File: src/rtl/mips_pkg.sv
// Shared MIPS pipeline definitions: datapath widths, ALU operation encodings, NOP field values.
// Latency: n/a (constants only).
// Backpressure: n/a.
package mips_pkg;

    localparam int DATA_W  = 32;    // datapath width
    localparam int REG_AW  = 5;     // register address width
    localparam int ALUOP_W = 4;     // aluop width

    localparam logic [ALUOP_W-1:0] ALUOP_ADD  = 4'b0000;
    localparam logic [ALUOP_W-1:0] ALUOP_SUB  = 4'b0001;
    localparam logic [ALUOP_W-1:0] ALUOP_SLL  = 4'b0010;
    localparam logic [ALUOP_W-1:0] ALUOP_SRL  = 4'b0011;
    localparam logic [ALUOP_W-1:0] ALUOP_SRA  = 4'b0100;
    localparam logic [ALUOP_W-1:0] ALUOP_AND  = 4'b0101;
    localparam logic [ALUOP_W-1:0] ALUOP_OR   = 4'b0110;
    localparam logic [ALUOP_W-1:0] ALUOP_XOR  = 4'b0111;
    localparam logic [ALUOP_W-1:0] ALUOP_NOR  = 4'b1000;
    localparam logic [ALUOP_W-1:0] ALUOP_SLT  = 4'b1001;
    localparam logic [ALUOP_W-1:0] ALUOP_SLTU = 4'b1010;

    // A NOP in EX is "add $0 = 0 + 0" with every write enable low.
    localparam logic [ALUOP_W-1:0] NOP_ALUOP = ALUOP_ADD;
    localparam logic [REG_AW-1:0]  NOP_WADDR = '0;

endpackage

File: src/rtl/id_ex_stage_fwd_sel.sv
// Operand forwarding mux: picks the newest value of one source register from EX/MEM, MEM/WB or the reg file read.
// Latency: combinational.
// Backpressure: none; pure function of its inputs.
//
// Build option: ID_EX_FWD_EN defined enables forwarding; otherwise fwd_data is reg_data and the
// mem_*/wb_* inputs are ignored (the hazard unit then stalls until writeback).
// Ports: src_addr/reg_data = registered source index and data; mem_*/wb_* = forwarding sources;
//        fwd_data = resolved operand.
module fwd_sel #(
    parameter int DW  = 32,
    parameter int RAW = 5
) (
    input  logic [RAW-1:0] src_addr,
    input  logic [DW-1:0]  reg_data,
    input  logic           mem_regwrite,
    input  logic [RAW-1:0] mem_waddr,
    input  logic [DW-1:0]  mem_wdata,
    input  logic           wb_regwrite,
    input  logic [RAW-1:0] wb_waddr,
    input  logic [DW-1:0]  wb_wdata,
    output logic [DW-1:0]  fwd_data
);

`ifdef ID_EX_FWD_EN
    // $0 is hard-wired zero: a "write" to it in flight must never leak into an operand.
    // MEM is checked first because it carries the younger result.
    always_comb begin
        fwd_data = reg_data;
        if (src_addr != '0) begin
            if (mem_regwrite && (mem_waddr == src_addr)) begin
                fwd_data = mem_wdata;
            end else if (wb_regwrite && (wb_waddr == src_addr)) begin
                fwd_data = wb_wdata;
            end
        end
    end
`else
    assign fwd_data = reg_data;

    logic unused_fwd;
    assign unused_fwd = ^{src_addr, mem_regwrite, mem_waddr, mem_wdata,
                          wb_regwrite, wb_waddr, wb_wdata};
`endif

endmodule

File: src/rtl/id_ex_stage.sv
// ID/EX pipeline register with EX-side operand forwarding; drives the ALU and EX/MEM control.
// Latency: 1 cycle ID -> EX outputs; forwarding onto alu_a/alu_b/ex_store_data is combinational.
// Backpressure: hold freezes the instruction (operand data refreshed from forwarding); bubble/flush load a NOP.
//
// Build option: ID_EX_FWD_EN enables the EX/MEM and MEM/WB forwarding muxes (see fwd_sel).
// Ports: clk/reset (sync, active high); id_* = decoded instruction; bubble/flush/hold = pipeline control;
//        mem_*/wb_* = forwarding sources; alu_* = ALU operands/op/shift; ex_* = pc, store data, EX/MEM control.
module id_ex_stage
    import mips_pkg::*;
#(
    parameter int DW  = DATA_W,
    parameter int RAW = REG_AW,
    parameter int OPW = ALUOP_W
) (
    input  logic           clk,
    input  logic           reset,
    input  logic           id_valid,
    input  logic [DW-1:0]  id_pc,
    input  logic [RAW-1:0] id_rs_addr,
    input  logic [RAW-1:0] id_rt_addr,
    input  logic [DW-1:0]  id_rs_data,
    input  logic [DW-1:0]  id_rt_data,
    input  logic [DW-1:0]  id_imm,
    input  logic           id_alusrc,
    input  logic [OPW-1:0] id_aluop,
    input  logic           id_sop,
    input  logic [RAW-1:0] id_shamt,
    input  logic [RAW-1:0] id_waddr,
    input  logic           id_regwrite,
    input  logic           id_memread,
    input  logic           id_memwrite,
    input  logic           bubble,
    input  logic           flush,
    input  logic           hold,
    input  logic           mem_regwrite,
    input  logic [RAW-1:0] mem_waddr,
    input  logic [DW-1:0]  mem_wdata,
    input  logic           wb_regwrite,
    input  logic [RAW-1:0] wb_waddr,
    input  logic [DW-1:0]  wb_wdata,
    output logic           ex_valid,
    output logic [DW-1:0]  ex_pc,
    output logic [DW-1:0]  alu_a,
    output logic [DW-1:0]  alu_b,
    output logic [OPW-1:0] alu_op,
    output logic [RAW-1:0] alu_s,
    output logic           alu_sop,
    output logic [DW-1:0]  ex_store_data,
    output logic [RAW-1:0] ex_waddr,
    output logic           ex_regwrite,
    output logic           ex_memread,
    output logic           ex_memwrite
);

    logic           r_valid;
    logic [DW-1:0]  r_pc;
    logic [RAW-1:0] r_rs_addr;
    logic [RAW-1:0] r_rt_addr;
    logic [DW-1:0]  r_rs_data;
    logic [DW-1:0]  r_rt_data;
    logic [DW-1:0]  r_imm;
    logic           r_alusrc;
    logic [OPW-1:0] r_aluop;
    logic           r_sop;
    logic [RAW-1:0] r_shamt;
    logic [RAW-1:0] r_waddr;
    logic           r_regwrite;
    logic           r_memread;
    logic           r_memwrite;

    logic [DW-1:0]  fwd_rs;
    logic [DW-1:0]  fwd_rt;

    // flush beats hold; hold beats bubble. An empty ID slot also loads a NOP so that
    // every EX output is zero whenever ex_valid is low.
    logic load_nop;
    assign load_nop = flush | (~hold & (bubble | ~id_valid));

    always_ff @(posedge clk) begin
        if (reset || load_nop) begin
            r_valid    <= 1'b0;
            r_pc       <= '0;
            r_rs_addr  <= '0;
            r_rt_addr  <= '0;
            r_rs_data  <= '0;
            r_rt_data  <= '0;
            r_imm      <= '0;
            r_alusrc   <= 1'b0;
            r_aluop    <= NOP_ALUOP;
            r_sop      <= 1'b0;
            r_shamt    <= '0;
            r_waddr    <= NOP_WADDR;
            r_regwrite <= 1'b0;
            r_memread  <= 1'b0;
            r_memwrite <= 1'b0;
        end else if (hold) begin
            // Results leaving MEM/WB while we wait would otherwise be lost: latch them now.
            r_rs_data <= fwd_rs;
            r_rt_data <= fwd_rt;
        end else begin
            r_valid    <= 1'b1;
            r_pc       <= id_pc;
            r_rs_addr  <= id_rs_addr;
            r_rt_addr  <= id_rt_addr;
            r_rs_data  <= id_rs_data;
            r_rt_data  <= id_rt_data;
            r_imm      <= id_imm;
            r_alusrc   <= id_alusrc;
            r_aluop    <= id_aluop;
            r_sop      <= id_sop;
            r_shamt    <= id_shamt;
            r_waddr    <= id_waddr;
            r_regwrite <= id_regwrite;
            r_memread  <= id_memread;
            r_memwrite <= id_memwrite;
        end
    end

    fwd_sel #(.DW(DW), .RAW(RAW)) u_fwd_rs (
        .src_addr     (r_rs_addr),
        .reg_data     (r_rs_data),
        .mem_regwrite (mem_regwrite),
        .mem_waddr    (mem_waddr),
        .mem_wdata    (mem_wdata),
        .wb_regwrite  (wb_regwrite),
        .wb_waddr     (wb_waddr),
        .wb_wdata     (wb_wdata),
        .fwd_data     (fwd_rs)
    );

    fwd_sel #(.DW(DW), .RAW(RAW)) u_fwd_rt (
        .src_addr     (r_rt_addr),
        .reg_data     (r_rt_data),
        .mem_regwrite (mem_regwrite),
        .mem_waddr    (mem_waddr),
        .mem_wdata    (mem_wdata),
        .wb_regwrite  (wb_regwrite),
        .wb_waddr     (wb_waddr),
        .wb_wdata     (wb_wdata),
        .fwd_data     (fwd_rt)
    );

    assign ex_valid      = r_valid;
    assign ex_pc         = r_pc;
    assign alu_a         = fwd_rs;
    assign alu_b         = r_alusrc ? r_imm : fwd_rt;
    assign alu_op        = r_aluop;
    assign alu_s         = r_shamt;
    assign alu_sop       = r_sop;
    assign ex_store_data = fwd_rt;
    assign ex_waddr      = r_waddr;
    assign ex_regwrite   = r_regwrite;
    assign ex_memread    = r_memread;
    assign ex_memwrite   = r_memwrite;

endmodule

File: config.mk
export PLATFORM = sky130hd
export DESIGN_NAME = id_ex_stage
export DESIGN_NICKNAME = d
export VERILOG_FILES = /design/src/rtl/mips_pkg.sv /design/src/rtl/id_ex_stage_fwd_sel.sv /design/src/rtl/id_ex_stage.sv
export SDC_FILE = /design/constraint.sdc
export NUM_CORES = 1
export LEC_CHECK = 0
export CAP_MARGIN = 20
export CORE_AREA = 2 2 148 150
export CTS_BUF_LIST = sky130_fd_sc_hd__clkbuf_8
export DETAILED_ROUTE_END_ITERATION = 12
export DIE_AREA = 0 0 150 152
export PLACE_DENSITY = 0.72
export SYNTH_ARGS = -nofsm -noshare
export SYNTH_HDL_FRONTEND = slang
export SYNTH_HIERARCHICAL = 1
export SYNTH_SLANG_ARGS = --single-unit
File: constraint.sdc
create_clock -name clk -period 1.7 [get_ports clk]
set_input_delay 0.17 -clock clk [delete_from_list [all_inputs] [get_ports clk]]
set_output_delay 0.17 -clock clk [all_outputs]
set_load 0.01 [all_outputs]
## Word level (Yosys, flattened, before mapping)

Index checks and enable logic that the tools add are counted.

| cells by class | value |
|---|---|
| magnitude comparators | 0 |
| multiplexer cells | 1 |
| reduce and logical (&&, ||, !) cells | 1 |
| add/sub/neg operators | 0 |
| $mul | 0 |
| equality and inequality tests | 0 |
| div/mod/pow operators | 0 |
| shifts and indexed selects | 0 |
| bitwise gates (word level) | 5 |

Operators with widths:

| cell | number |
|---|---|
| 32-bit two-way mux | 1 |
| 1-bit inverter | 2 |
| 1-bit OR | 2 |
| 1-bit AND | 1 |
| 1-bit logical OR | 1 |

| storage, ports and cells | value |
|---|---|
| bits in latches | 0 |
| output and inout port bits | 147 |
| memory bits (writable) | 0 |
| input port bits | 239 |
| bits in read-only memories | 0 |
| memories kept | 0 |
| register bits | 148 |
| word-level logic and storage cells | 20 |

## Depth between registers and ports, before layout

| logic depth | value |
|---|---|
| depth in word-level cells | 5 |
| mapped depth | 5 |
| gate-level depth less buffers | 2 |

## Hierarchy

The synthesis kept the hierarchy.

By module, submodules not included:

| module | area an instance (um^2) | cells an instance | sequential area each (um^2) | times used |
|---|---|---|---|---|
| id_ex_stage | 6817.8 | 584 | 3163.0 | 1 |
| fwd_sel | 240.2 | 32 | 0.0 | 2 |

## Worst setup path before layout

No wires, ideal clock.

| path | value |
|---|---|
| path kind | register to output |
| start point | register r_alusrc |
| end point | output alu_b[10] |
| required time | 1530 ps |
| stages on the path, launching flop included | 4 |
| path slack | 447 ps |
| arrival time | 1083 ps |
| cells stage by stage | dfxtp_1 > clkbuf_1 > buf_2 > mux2_2 |

| between the ends | value |
|---|---|
| longest elaborated chain between the ends | 1 |

RTL lines:

| item | line | RTL |
|---|---|---|
| from (decl) | id_ex_stage.sv:62 | `logic r_alusrc;` |
| from (signal assigned) | id_ex_stage.sv:108 | `r_alusrc <= id_alusrc;` |
| 32-bit two-way mux | id_ex_stage.sv:146 | `assign alu_b = r_alusrc ? r_imm : fwd_rt;` |
| to (decl) | id_ex_stage.sv:44 | `output logic [DW-1:0] alu_b,` |

Every way passes these cells.

## Final worst setup path

| path | value |
|---|---|
| start point | register r_alusrc |
| end point | output alu_b[31] |

Same word-level chain as after synthesis.

==> flow_summary.yaml <==
pwr:
  p_sw_share_pct: 27.41
  powerDensity_nw_per_um2: 750.9
  peakVddDrop_mv: 0.4559
  power.leakage_nw: 3.886
  pwr-share-clk_pct: 36.5
  intPower_mw: 5.501
  p_switching_mw: 2.077
  comb_power_share_pct: 16.1
  seqPwrFrac_pct: 47.5
floorplan:
  initial_core_util_pct: 32.42
  io_pins: 386
  dieWidth_um: 150
  die_y_um: 152
  die-area_sq_um: 22800
  core_area_sq_um: 21350
  num_rows: 54
cells_and_area:
  post-route-util_pct: 47.27
  nNetsFinal: 1063
  layout-drive-gt1-share_pct: 15.41
  areaGrowthSynthToFinish_pct: 45.78
  final_area_sq_um: 10090
  n_antenna_cell: 0
  final_cells: 1117
timing:
  hold_viol: 0
  finalCritPeriodShare_pct: 101.4
  rsz0062_at_grt: "true"
  slew_headroom_pct: 73.18
  min_period_ns: 1.723
  final-setup-viol-count: 7
  finClkSkew_ns: 0
  fmax_mhz: 580.3
  worst_pin_slew_ns: 0.4023
  fin_ws_ns: -0.02335
  finalMaxSlewViolations: 0
setup_path:
  worstPathMaxFanout: 6
  critPathRequiredTime_ns: 1.53
  cp_common_cell: "buf_6"
  crit_type: "reg -> out"
  crit_slowest_cell: "dfxtp_4"
  crit_arrival_ns: 1.55
  cp-end-kind: "output port"
  path_cells: "buf_6, clkbuf_16, mux2_4, buf_6"
  max_stage_delay_ns: 0.39
  start_kind: "flip-flop"
placement:
  gp_congestion: 0.7785
  dp.cells: 1079
  place_ws_ns: 0.03690
  dp_hpwl_um: 13270
  io_buffers: 299
  place_area_sq_um: 9572
route:
  wl_um: 20040
  vias_per_cell: 4.893
  highest_layer: "met4"
  vias: 5466
  drtIter0Drc: 214
  drc_errors: 0
  dr.pass1.iters: 4
  wl_met3_um: 1863
  met1_length_um: 8807
  met2_length_um: 8990
  wire_per_inst_um: 17.94
  ant_nets: 0
run:
  max-cap-violations: 0
clocking:
  cts_buffer_depth: 2
  htreeDepth: 4
  clock_latency_ns: 0.44
  cts.sinks: 148
  cts_tree: "yes"
  cts_buffers: 17
  clk_pin_slew_worst_paths_ns: 0.09
  clock-root-buffer: "clkbuf_8"
  ctsHoldBuffers: 0
synth:
  ys_warn_count: 6
  syn_inst: 618
  syn_avg_cell_area_sq_um: 11.20
  synthesis.area_sq_um: 6923
  syn-num-nets: 857
global_route:
  grt.total_usage_pct: 16.86
  antenna_found_initial: 0
  grt_pass1_wl_um: 30570
  grt_overflow_total: 0
  grt_max_degree: 77
  grt_pass1_vias: 5523
min_path:
  holdCritPathClass: "in -> reg"
outcome:
  violations: "negative setup slack"
  status: "complete, but fails checks"
==> critical path, delay by kind of cell, from the launching register on <==
family	cells	cell delay [ns]
mux	1	0.31
buf+inv	3	0.42
flops	1	0.39
==> power by group through the flow <==
stage	sequential [mW]	combinational [mW]	clock [mW]
after global placement	3.67	1.20	0
final	3.60	1.22	2.76
after floorplan	3.67	0.639	0
after detailed placement	3.68	1.21	0
after global routing	3.61	1.30	3.03
after CTS	3.60	1.22	2.87
==> path summary, 6_finish.rpt <==
check	from	endpoint	slack (ns)	cells after the start
worst max-delay path	r_alusrc	alu_b[31]	-0.02	4
worst min-delay path	hold	ex_waddr[1]	0.26	3
worst max register to register	r_alusrc	r_alusrc	0.36	6
worst min register to register	ex_valid	ex_valid	0.54	2
==> layout by cell type (no fill, tap or decap), types with 2 or more instances in the layout <==
cell and instances:
inv_8 2, clkbuf_2 9, clkinv_4 3, buf_2 4, clkinv_2 2, buf_6 19, mux2i_1 147, clkbuf_8 19
inv_6 6, dfxtp_1 146, a211oi_1 148, mux2_2 12, clkdlybuf4s50_1 266, mux2_4 20, buf_4 13, buf_12 10
==> flip-flops by register name (all words and copies together) (netlist names) <==
name         cells
r_rs_data       32
ex_memwrite      1
ex_memread       1
ex_valid         1
r_imm           32
r_alusrc         1
ex_pc           32
ex_waddr         5
alu_sop          1
alu_op           4
ex_regwrite      1
alu_s            5
r_rt_data       32
==> repair_timing <==
item	4_1_cts	5_1_grt
cloned	1	1
setup buffers	1	3
endpoints found under the setup margin	32	33
resized for setup	134	28
==> per-stage QoR <==
| stage | hold WS, ns | TNS [ns] | power [mW] |
|---|---|---|---|
| 2_1_floorplan | 0.3821 | 0 | 4.308 |
| 3_3_place_gp | 0.4967 | 0 | 4.874 |
| 3_5_place_dp | 0.5222 | 0 | 4.885 |
| 4_1_cts | 0.2244 | -2.263 | 7.687 |
| 5_1_grt | 0.2455 | -1.546 | 7.940 |
| 6_report | 0.2567 | -0.1380 | 7.579 |
==> metal layers <==
layer | vias to the layer above | GRT usage [%]
met2 | 217 | 26.96
met5 | - | 0
met1 | 2594 | 20.74
met4 | 0 | 5.615
li1 | 2634 | -
met3 | 21 | 6.517
==> final cells by class <==
class | instances | area (sq um)
flip-flops and latches | 148 | 2968
inverters | 1 | 6.256
fillers | 2019 | 11260
clock buffers | 18 | 247.7
repair buffers | 326 | 3332
well taps | 280 | 350.3
multi-input cells | 330 | 3047
clock inverters | 14 | 141.4
Power figures use the tool's default switching activity.
